$ cat src/rtl/fp_mul_arbiter.sv
// Round-robin arbiter sharing one combinational FP multiplier between two requesters.
// One transaction in flight: accept -> multiply -> hold product until the owner takes it.
module fp_mul_arbiter #(
    parameter int XLEN = 32
) (
    input  logic            clk,
    input  logic            rst,
    input  logic            req0_valid,
    output logic            req0_ready,
    input  logic [XLEN-1:0] req0_a,
    input  logic [XLEN-1:0] req0_b,
    input  logic            req1_valid,
    output logic            req1_ready,
    input  logic [XLEN-1:0] req1_a,
    input  logic [XLEN-1:0] req1_b,
    output logic            resp0_valid,
    input  logic            resp0_ready,
    output logic [XLEN-1:0] resp0_result,
    output logic            resp1_valid,
    input  logic            resp1_ready,
    output logic [XLEN-1:0] resp1_result,
    output logic [XLEN-1:0] mul_a,
    output logic [XLEN-1:0] mul_b,
    input  logic [XLEN-1:0] mul_result,
    output logic            busy
);

    typedef enum logic [1:0] {
        IDLE = 2'd0,
        MUL  = 2'd1,
        RESP = 2'd2
    } state_t;

    state_t          state_q;
    logic            last_grant_q;
    logic            owner_q;
    logic [XLEN-1:0] mul_a_q;
    logic [XLEN-1:0] mul_b_q;
    logic [XLEN-1:0] result_q;
    logic            resp0_valid_q;
    logic            resp1_valid_q;
    logic            busy_q;

    logic            grant_d;
    logic            req0_ready_raw;
    logic            req1_ready_raw;
    logic            resp_taken;

    // On a tie the requester that did not win last time is served.
    always_comb begin
        grant_d = last_grant_q;
        if (req0_valid && !req1_valid) begin
            grant_d = 1'b0;
        end else if (req1_valid && !req0_valid) begin
            grant_d = 1'b1;
        end else if (req0_valid && req1_valid) begin
            grant_d = ~last_grant_q;
        end
    end

    assign req0_ready_raw = (state_q == IDLE) && req0_valid && !grant_d;
    assign req1_ready_raw = (state_q == IDLE) && req1_valid &&  grant_d;
    assign resp_taken     = owner_q ? resp1_ready : resp0_ready;

    // The FSM flops see rst only through their async reset; the raw readies suffice there.
    assign req0_ready = req0_ready_raw && !rst;
    assign req1_ready = req1_ready_raw && !rst;

    always_ff @(posedge clk or posedge rst) begin
        if (rst) begin
            state_q       <= IDLE;
            last_grant_q  <= 1'b1;
            owner_q       <= 1'b0;
            mul_a_q       <= '0;
            mul_b_q       <= '0;
            result_q      <= '0;
            resp0_valid_q <= 1'b0;
            resp1_valid_q <= 1'b0;
            busy_q        <= 1'b0;
        end else begin
            case (state_q)
                IDLE: begin
                    if (req0_ready_raw || req1_ready_raw) begin
                        mul_a_q      <= grant_d ? req1_a : req0_a;
                        mul_b_q      <= grant_d ? req1_b : req0_b;
                        owner_q      <= grant_d;
                        last_grant_q <= grant_d;
                        busy_q       <= 1'b1;
                        state_q      <= MUL;
                    end
                end
                MUL: begin
                    result_q      <= mul_result;
                    resp0_valid_q <= !owner_q;
                    resp1_valid_q <=  owner_q;
                    state_q       <= RESP;
                end
                RESP: begin
                    if (resp_taken) begin
                        resp0_valid_q <= 1'b0;
                        resp1_valid_q <= 1'b0;
                        busy_q        <= 1'b0;
                        state_q       <= IDLE;
                    end
                end
                default: begin
                    state_q <= IDLE;
                end
            endcase
        end
    end

    assign mul_a        = mul_a_q;
    assign mul_b        = mul_b_q;
    assign resp0_valid  = resp0_valid_q;
    assign resp1_valid  = resp1_valid_q;
    assign resp0_result = result_q;
    assign resp1_result = result_q;
    assign busy         = busy_q;

endmodule

$ cat config.mk
export PLATFORM = sky130hd
export DESIGN_NAME = fp_mul_arbiter
export DESIGN_NICKNAME = d
export VERILOG_FILES = /design/src/rtl/fp_mul_arbiter.sv
export SDC_FILE = /design/constraint.sdc
export NUM_CORES = 1
export LEC_CHECK = 0
export ABC_CLOCK_PERIOD_IN_PS = 5900
export CAP_MARGIN = 20
export CORE_ASPECT_RATIO = 1.4
export CORE_UTILIZATION = 35
export CTS_BUF_LIST = sky130_fd_sc_hd__clkbuf_4
export CTS_CLUSTER_DIAMETER = 100
export CTS_CLUSTER_SIZE = 24
export DETAILED_ROUTE_END_ITERATION = 10
export PLACE_DENSITY = 0.86
export SLEW_MARGIN = 10
export SYNTH_ARGS = -nofsm -noshare
export SYNTH_HDL_FRONTEND = slang
export SYNTH_SLANG_ARGS = --single-unit
$ cat constraint.sdc
create_clock -name clk -period 5.9 [get_ports clk]
set_input_delay 1.77 -clock clk [delete_from_list [all_inputs] [get_ports clk]]
set_output_delay 1.77 -clock clk [all_outputs]
set_load 0.005 [all_outputs]
==> impl_metrics.tcl, run 1 <==
set metrics [dict create \
    r2r-start "state_q[1]$_DFFE_PP0P_" \
    clkSinkCount 103 \
    dp.cells 976 \
    cp-end-kind "primary output" \
    nets 968 \
    dpl.hpwl_mm 11.55 \
    cpMaxStageDelayCell "clkdlybuf4s50_1" \
    min_from "resp0_result[31]$_DFFE_PP0P_" \
    wl_per_cell_um 17.30 \
    clk_pin_slew_worst_paths_ns 0.15 \
    slew_violations 0 \
    whs_path_depth 2 \
    fp.dieW_um 103.1 \
    tritoncts "built" \
    min_path_type "reg2reg" \
    grt_max_degree 70 \
    holdBufCountCts 0 \
    cts_resized 0 \
    tightest_slew_ns 0.8106 \
    h-tree-depth 3 \
    cts_setup_buffers 0 \
    grt_pass1_vias 5074 \
    ys_warn_count 0 \
    drc 0 \
    max-vdd-ir-drop_mv 0.5240 \
    max_freq_mhz 203.0 \
    synth-seq-cells 103 \
    via_count 5274 \
    clock_latency_ns 0.46 \
    area_delta_synth_final_pct 58.36 \
    finalCritPeriodShare 0.8347 \
    syn-cell-area_um2 5012 \
    p_per_area_nw_per_um2 478.2 \
    total_power_uw 3796 \
    rsz0062_at_grt "false" \
    critPathLaunchType "input port" \
    drt_iter0_markers 293 \
    dieArea_um2 14810 \
    fillers 1233 \
    via_per_inst 5.311 \
    crit_arrival_ns 3.16 \
    layout.cells.non_filler 993 \
    path_max_fanout 7 \
    grt_overflow 0 \
    core-area_um2 13970 \
    place_area_um2 7789 \
    path_buf_inv 2 \
    layout_min_cycle_time_ns 4.925 \
    hold_end "resp0_result[31]$_DFFE_PP0P_" \
    pin_count 299 \
    synth.avg_cell_area_um2 8.763 \
    antenna_found_initial 1 \
    gp_congestion 0.7970 \
    drive_gt1_frac 0.04461 \
    synth_cell_types 22 \
    grt_first_pass_wirelength_mm 26.22 \
    rr_endpoint "mul_a[14]$_DFFE_PP0P_" \
    detail_route.first_pass.iterations 4 \
    grt_use_total 0.2313 \
    postLayoutCellArea_um2 7938 \
    numPortBuffers 298 \
    final_antenna_net_count 0 \
    critPathKind "in2out" \
    synthCells 572 \
    outcome "finished clean" \
    rows 51 \
    finalSetupViolCount 0 \
    die_h_um 143.6 \
    syn_nets 738 \
    root_buffer "clkbuf_4" \
    numCtsBuffers 9 \
    reg2reg_depth 4 \
    worst_path_largest_cell_delay_ns 0.54 \
    crit_chain "clkdlybuf4s50_1, a21oi_1, and3_1, clkdlybuf4s50_1" \
    max-cap-violations 0 \
    wl_mm 17.18 \
    initial_core_util 0.3587 \
    cp_top_family "buffers and inverters" \
    finalSetupTns_ns 0 \
    finalHoldViolCount 0 \
    timing.slew.headroom 0.4596 \
    seq_area_frac_synth 0.5145 \
    utilization 0.5680 \
    required_ns 4.13 \
    regToRegSetupSlack_ns 3.47 \
    leakagePower_uw 0.003215 \
    cts_buffer_depth 2 \
    fin_skew_ns 0.03104 \
    cp_common_cell "clkdlybuf4s50_1" \
]
==> Yosys cell counts (all sizes together) <==
cell / number / area share
and2: 1 / 0.0017
nand2b: 4 / 0.0050
o22ai: 1 / 0.0012
and3: 1 / 0.0012
a21oi: 67 / 0.067
buf: 75 / 0.098
nand2: 99 / 0.074
nand3: 64 / 0.064
o21ai: 66 / 0.066
inv: 2 / 0.0015
dfstp: 1 / 0.0052
nor2: 1 / 0.0012
dfrtp: 102 / 0.51
clkbuf: 14 / 0.010
a31oi: 66 / 0.082
nor2b: 4 / 0.0050
or2: 1 / 0.0012
mux2: 1 / 0.0022
o21bai: 1 / 0.0015
and4: 1 / 0.0017
==> placed cells by master, fill, tap and decap left out <==
master and n:
clkdlybuf4s50_1 298, dfrtp_1 102, nand2_1 99, a21oi_1 67
o21ai_0 66, a31oi_1 66, nand3_1 64, buf_4 10
clkbuf_4 9, nand2b_1 2, nand2b_2 2, nor2b_4 2
clkinvlp_4 2, inv_6 2, diode_2 1, nor2b_2 1
nor2_4 1, or2_2 1, and2_4 1, and4_1 1
and3_1 1, inv_1 1, mux2_2 1, nor2b_1 1
o21bai_1 1, o22ai_1 1, inv_8 1, bufinv_16 1
clkinv_4 1, clkinv_1 1, dfstp_2 1
==> worst max path at each step <==
stage / start / end / slack, ns / cells past startpoint
2_1_floorplan: rst / req0_ready / 0.36 / 2
3_3_place_gp: req0_valid / req1_ready / 1.01 / 4
3_5_place_dp: req0_valid / req1_ready / 1.0 / 4
4_1_cts: req0_valid / req1_ready / 0.98 / 4
5_1_grt: req0_valid / req1_ready / 0.91 / 4
6_report: req0_valid / req1_ready / 0.97 / 4
==> power breakdown <==
group / internal (µW) / switching, µW / leakage (µW)
registers: 1070 / 236 / 0.00119
logic: 1160 / 949 / 0.00195
clock network: 135 / 254 / 0.0000765
total: 2360 / 1440 / 0.00322
==> cell type report <==
type	count	area, µm²	share of cell area
timing repair buffer	308	3058	0.3852
clock inverter	7	78.83	0.009931
tap	185	231.5	0.02916
antenna	1	2.502	0.0003153
multi-input combinational	378	1909	0.2405
inverter	2	11.26	0.001419
sequential	103	2579	0.3249
clock buffer	9	67.56	0.008512
==> metal layers <==
layer	vias up	share of wire	GRT usage
met2	290	0.50	0.3856
met5	-	0	0
met1	2498	0.38	0.2726
met3	43	0.079	0.06663
met4	0	0.035	0.1045
li1	2443	-	-
==> tightest hold or removal path, delay by kind of cell (launching register included) <==
family / cells / cell delay [ns]
simple gates: 2 / 0.11
flops: 1 / 0.39
==> stage by stage <==
stage / hold WS, ns / setup slack [ns]
after detailed placement: 0.4895 / 0.9959
after global routing: 0.5554 / 0.9143
after CTS: 0.5273 / 0.9847
after floorplan: 0.4910 / 0.3561
after global placement: 0.4793 / 1.008
final: 0.5184 / 0.9750
==> state kept, by name, summed over array words and instances (netlist names) <==
name          flops
busy              1
mul_b            32
owner_q           1
mul_a            32
last_grant_q      1
resp1_valid       1
state_q           2
resp0_valid       1
resp0_result     32
==> kinds of logic (layout without fill, tap and decap cells) <==
group,after synthesis,count (layout),synth area share
and+or+nand+nor,176,176,0.1553
muxes,1,1,0.002246
other,0,1,0
AOI/OAI and AO/OA,201,201,0.2179
DFF,103,103,0.5145
buffers and inverters,91,326,0.1101
No activity file was read; power rests on OpenSTA's default activity.
==> run 2: changes to the inputs <==
ABC_CLOCK_PERIOD_IN_PS = 4300   (was 5900)
clock period = 4.3 ns   (was 5.9 ns; I/O delays follow)
==> impl_metrics.tcl, run 2 (synthesized netlist as in run 1, its figures left out) <==
set metrics [dict create \
    root_buffer "clkbuf_4" \
    outcome "finished clean" \
    critPathLaunchType "input port" \
    numPortBuffers 298 \
    drt_iter0_markers 213 \
    drc 0 \
    antenna_found_initial 0 \
    drive_gt1_frac 0.04585 \
    nets 968 \
    max_freq_mhz 252.0 \
    grt_overflow 0 \
    leakagePower_uw 0.003229 \
    path_max_fanout 7 \
    tightest_slew_ns 1.005 \
    fin_skew_ns 0.02496 \
    gp_congestion 0.7710 \
    grt_use_total 0.2323 \
    min_from "resp0_result[11]$_DFFE_PP0P_" \
    clock_latency_ns 0.47 \
    r2r-start "state_q[0]$_DFFE_PP0P_" \
    dieArea_um2 14810 \
    via_per_inst 5.292 \
    fillers 1204 \
    required_ns 3.01 \
    holdBufCountCts 0 \
    dp_slack_ns 0.3387 \
    fp.dieW_um 103.1 \
    dpl.hpwl_mm 11.61 \
    finalSetupTns_ns 0 \
    pin_count 299 \
    grt_first_pass_wirelength_mm 26.10 \
    h-tree-depth 3 \
    whs_path_depth 2 \
    layout_min_cycle_time_ns 3.968 \
    cts_resized 0 \
    critPathKind "in2out" \
    reg2reg_depth 4 \
    final_antenna_net_count 0 \
    via_count 5250 \
    rsz0062_at_grt "false" \
    max-vdd-ir-drop_mv 0.8075 \
    slew_violations 0 \
    numCtsBuffers 9 \
    area_delta_synth_final_pct 58.96 \
    cp-end-kind "primary output" \
    grt_pass1_vias 5098 \
    whs_ns 0.5158 \
    final_cell_mix "298 x clkdlybuf4s50_1, 102 x dfrtp_1, 99 x nand2_1" \
    die_h_um 143.6 \
    wl_per_cell_um 17.51 \
    finalCritPeriodShare 0.9227 \
    clk_pin_slew_worst_paths_ns 0.15 \
    worst_slack_ns 0.3324 \
    detail_route.first_pass.iterations 5 \
    timing.slew.headroom 0.3301 \
    grt_max_degree 76 \
    initial_core_util 0.3587 \
    cts_setup_buffers 0 \
    clkSinkCount 103 \
    antenna_cells 0 \
    cts_buffer_depth 2 \
    final_common_cell "clkdlybuf4s50_1" \
    max-cap-violations 0 \
    startpoint "req0_valid" \
    crit_arrival_ns 2.68 \
    min_path_type "reg2reg" \
    wl_mm 17.37 \
    tritoncts "built" \
    p_per_area_nw_per_um2 659.3 \
    rows 51 \
    finalSetupViolCount 0 \
    finalHoldViolCount 0 \
    core-area_um2 13970 \
]
-- run 2: changes by cell type in the layout (fill, tap and decap cells not counted), sizes merged --
cell	change
clkinv	-1
diode	-1
inv	+1
-- run 2: final cells by class --
| class | instances | area, µm² | share of cell area |
|---|---|---|---|
| Timing Repair Buffer | 308 | 3083 | 0.3869 |
| Inverter | 2 | 11.26 | 0.001413 |
| Multi-Input combinational cell | 378 | 1909 | 0.2396 |
| Clock inverter | 7 | 86.33 | 0.01084 |
| Sequential cell | 103 | 2579 | 0.3236 |
| Tap cell | 185 | 231.5 | 0.02905 |
| Clock buffer | 9 | 67.56 | 0.008480 |
-- run 2: per-layer routing --
| metal | track usage | wire (µm) | vias to the layer above |
|---|---|---|---|
| met5 | 0 | 0 | - |
| met4 | 0.07265 | 364 | 0 |
| met3 | 0.05837 | 1379 | 30 |
| met2 | 0.4165 | 9134 | 269 |
| met1 | 0.2666 | 6492 | 2514 |
| li1 | - | - | 2437 |
-- run 2: report_power, final --
part / internal (µW) / total [µW] / leakage (µW) / switching (µW)
Clock: 191 / 552 / 0.0000810 / 361
Combinational: 1600 / 2920 / 0.00196 / 1320
Sequential: 1460 / 1780 / 0.00119 / 321
-- run 2: path summary, 6_finish.rpt --
path | end | slack (ns)
worst max-delay path | req0_ready | 0.33
min in group asynchronous | mul_a[26]$_DFFE_PP0P_ | 1.29
worst min-delay path | resp0_result[11]$_DFFE_PP0P_ | 0.52
worst min register to register | resp0_result[11]$_DFFE_PP0P_ | 0.52
max in group asynchronous | resp0_result[10]$_DFFE_PP0P_ | 1.65
worst max register to register | mul_a[14]$_DFFE_PP0P_ | 1.86
-- run 2: per-stage QoR --
stage / area [µm²] / power (µW) / util / instances
CTS: 7968 / 5311 / 0.5702 / 992
finish: 7968 / 5253 / 0.5702 / 992
floorplan: 5016 / 3226 / - / 572
detailed placement: 7814 / 4752 / 0.5591 / 976
global route: 7968 / 5687 / 0.5702 / 992
global placement: 7814 / 4668 / 0.5591 / 976
-- run 2: critical path, cell delays in order --
cell,delay [ns]
clkdlybuf4s50_1,0.63
and4_1,0.24
clkdlybuf4s50_1,0.51
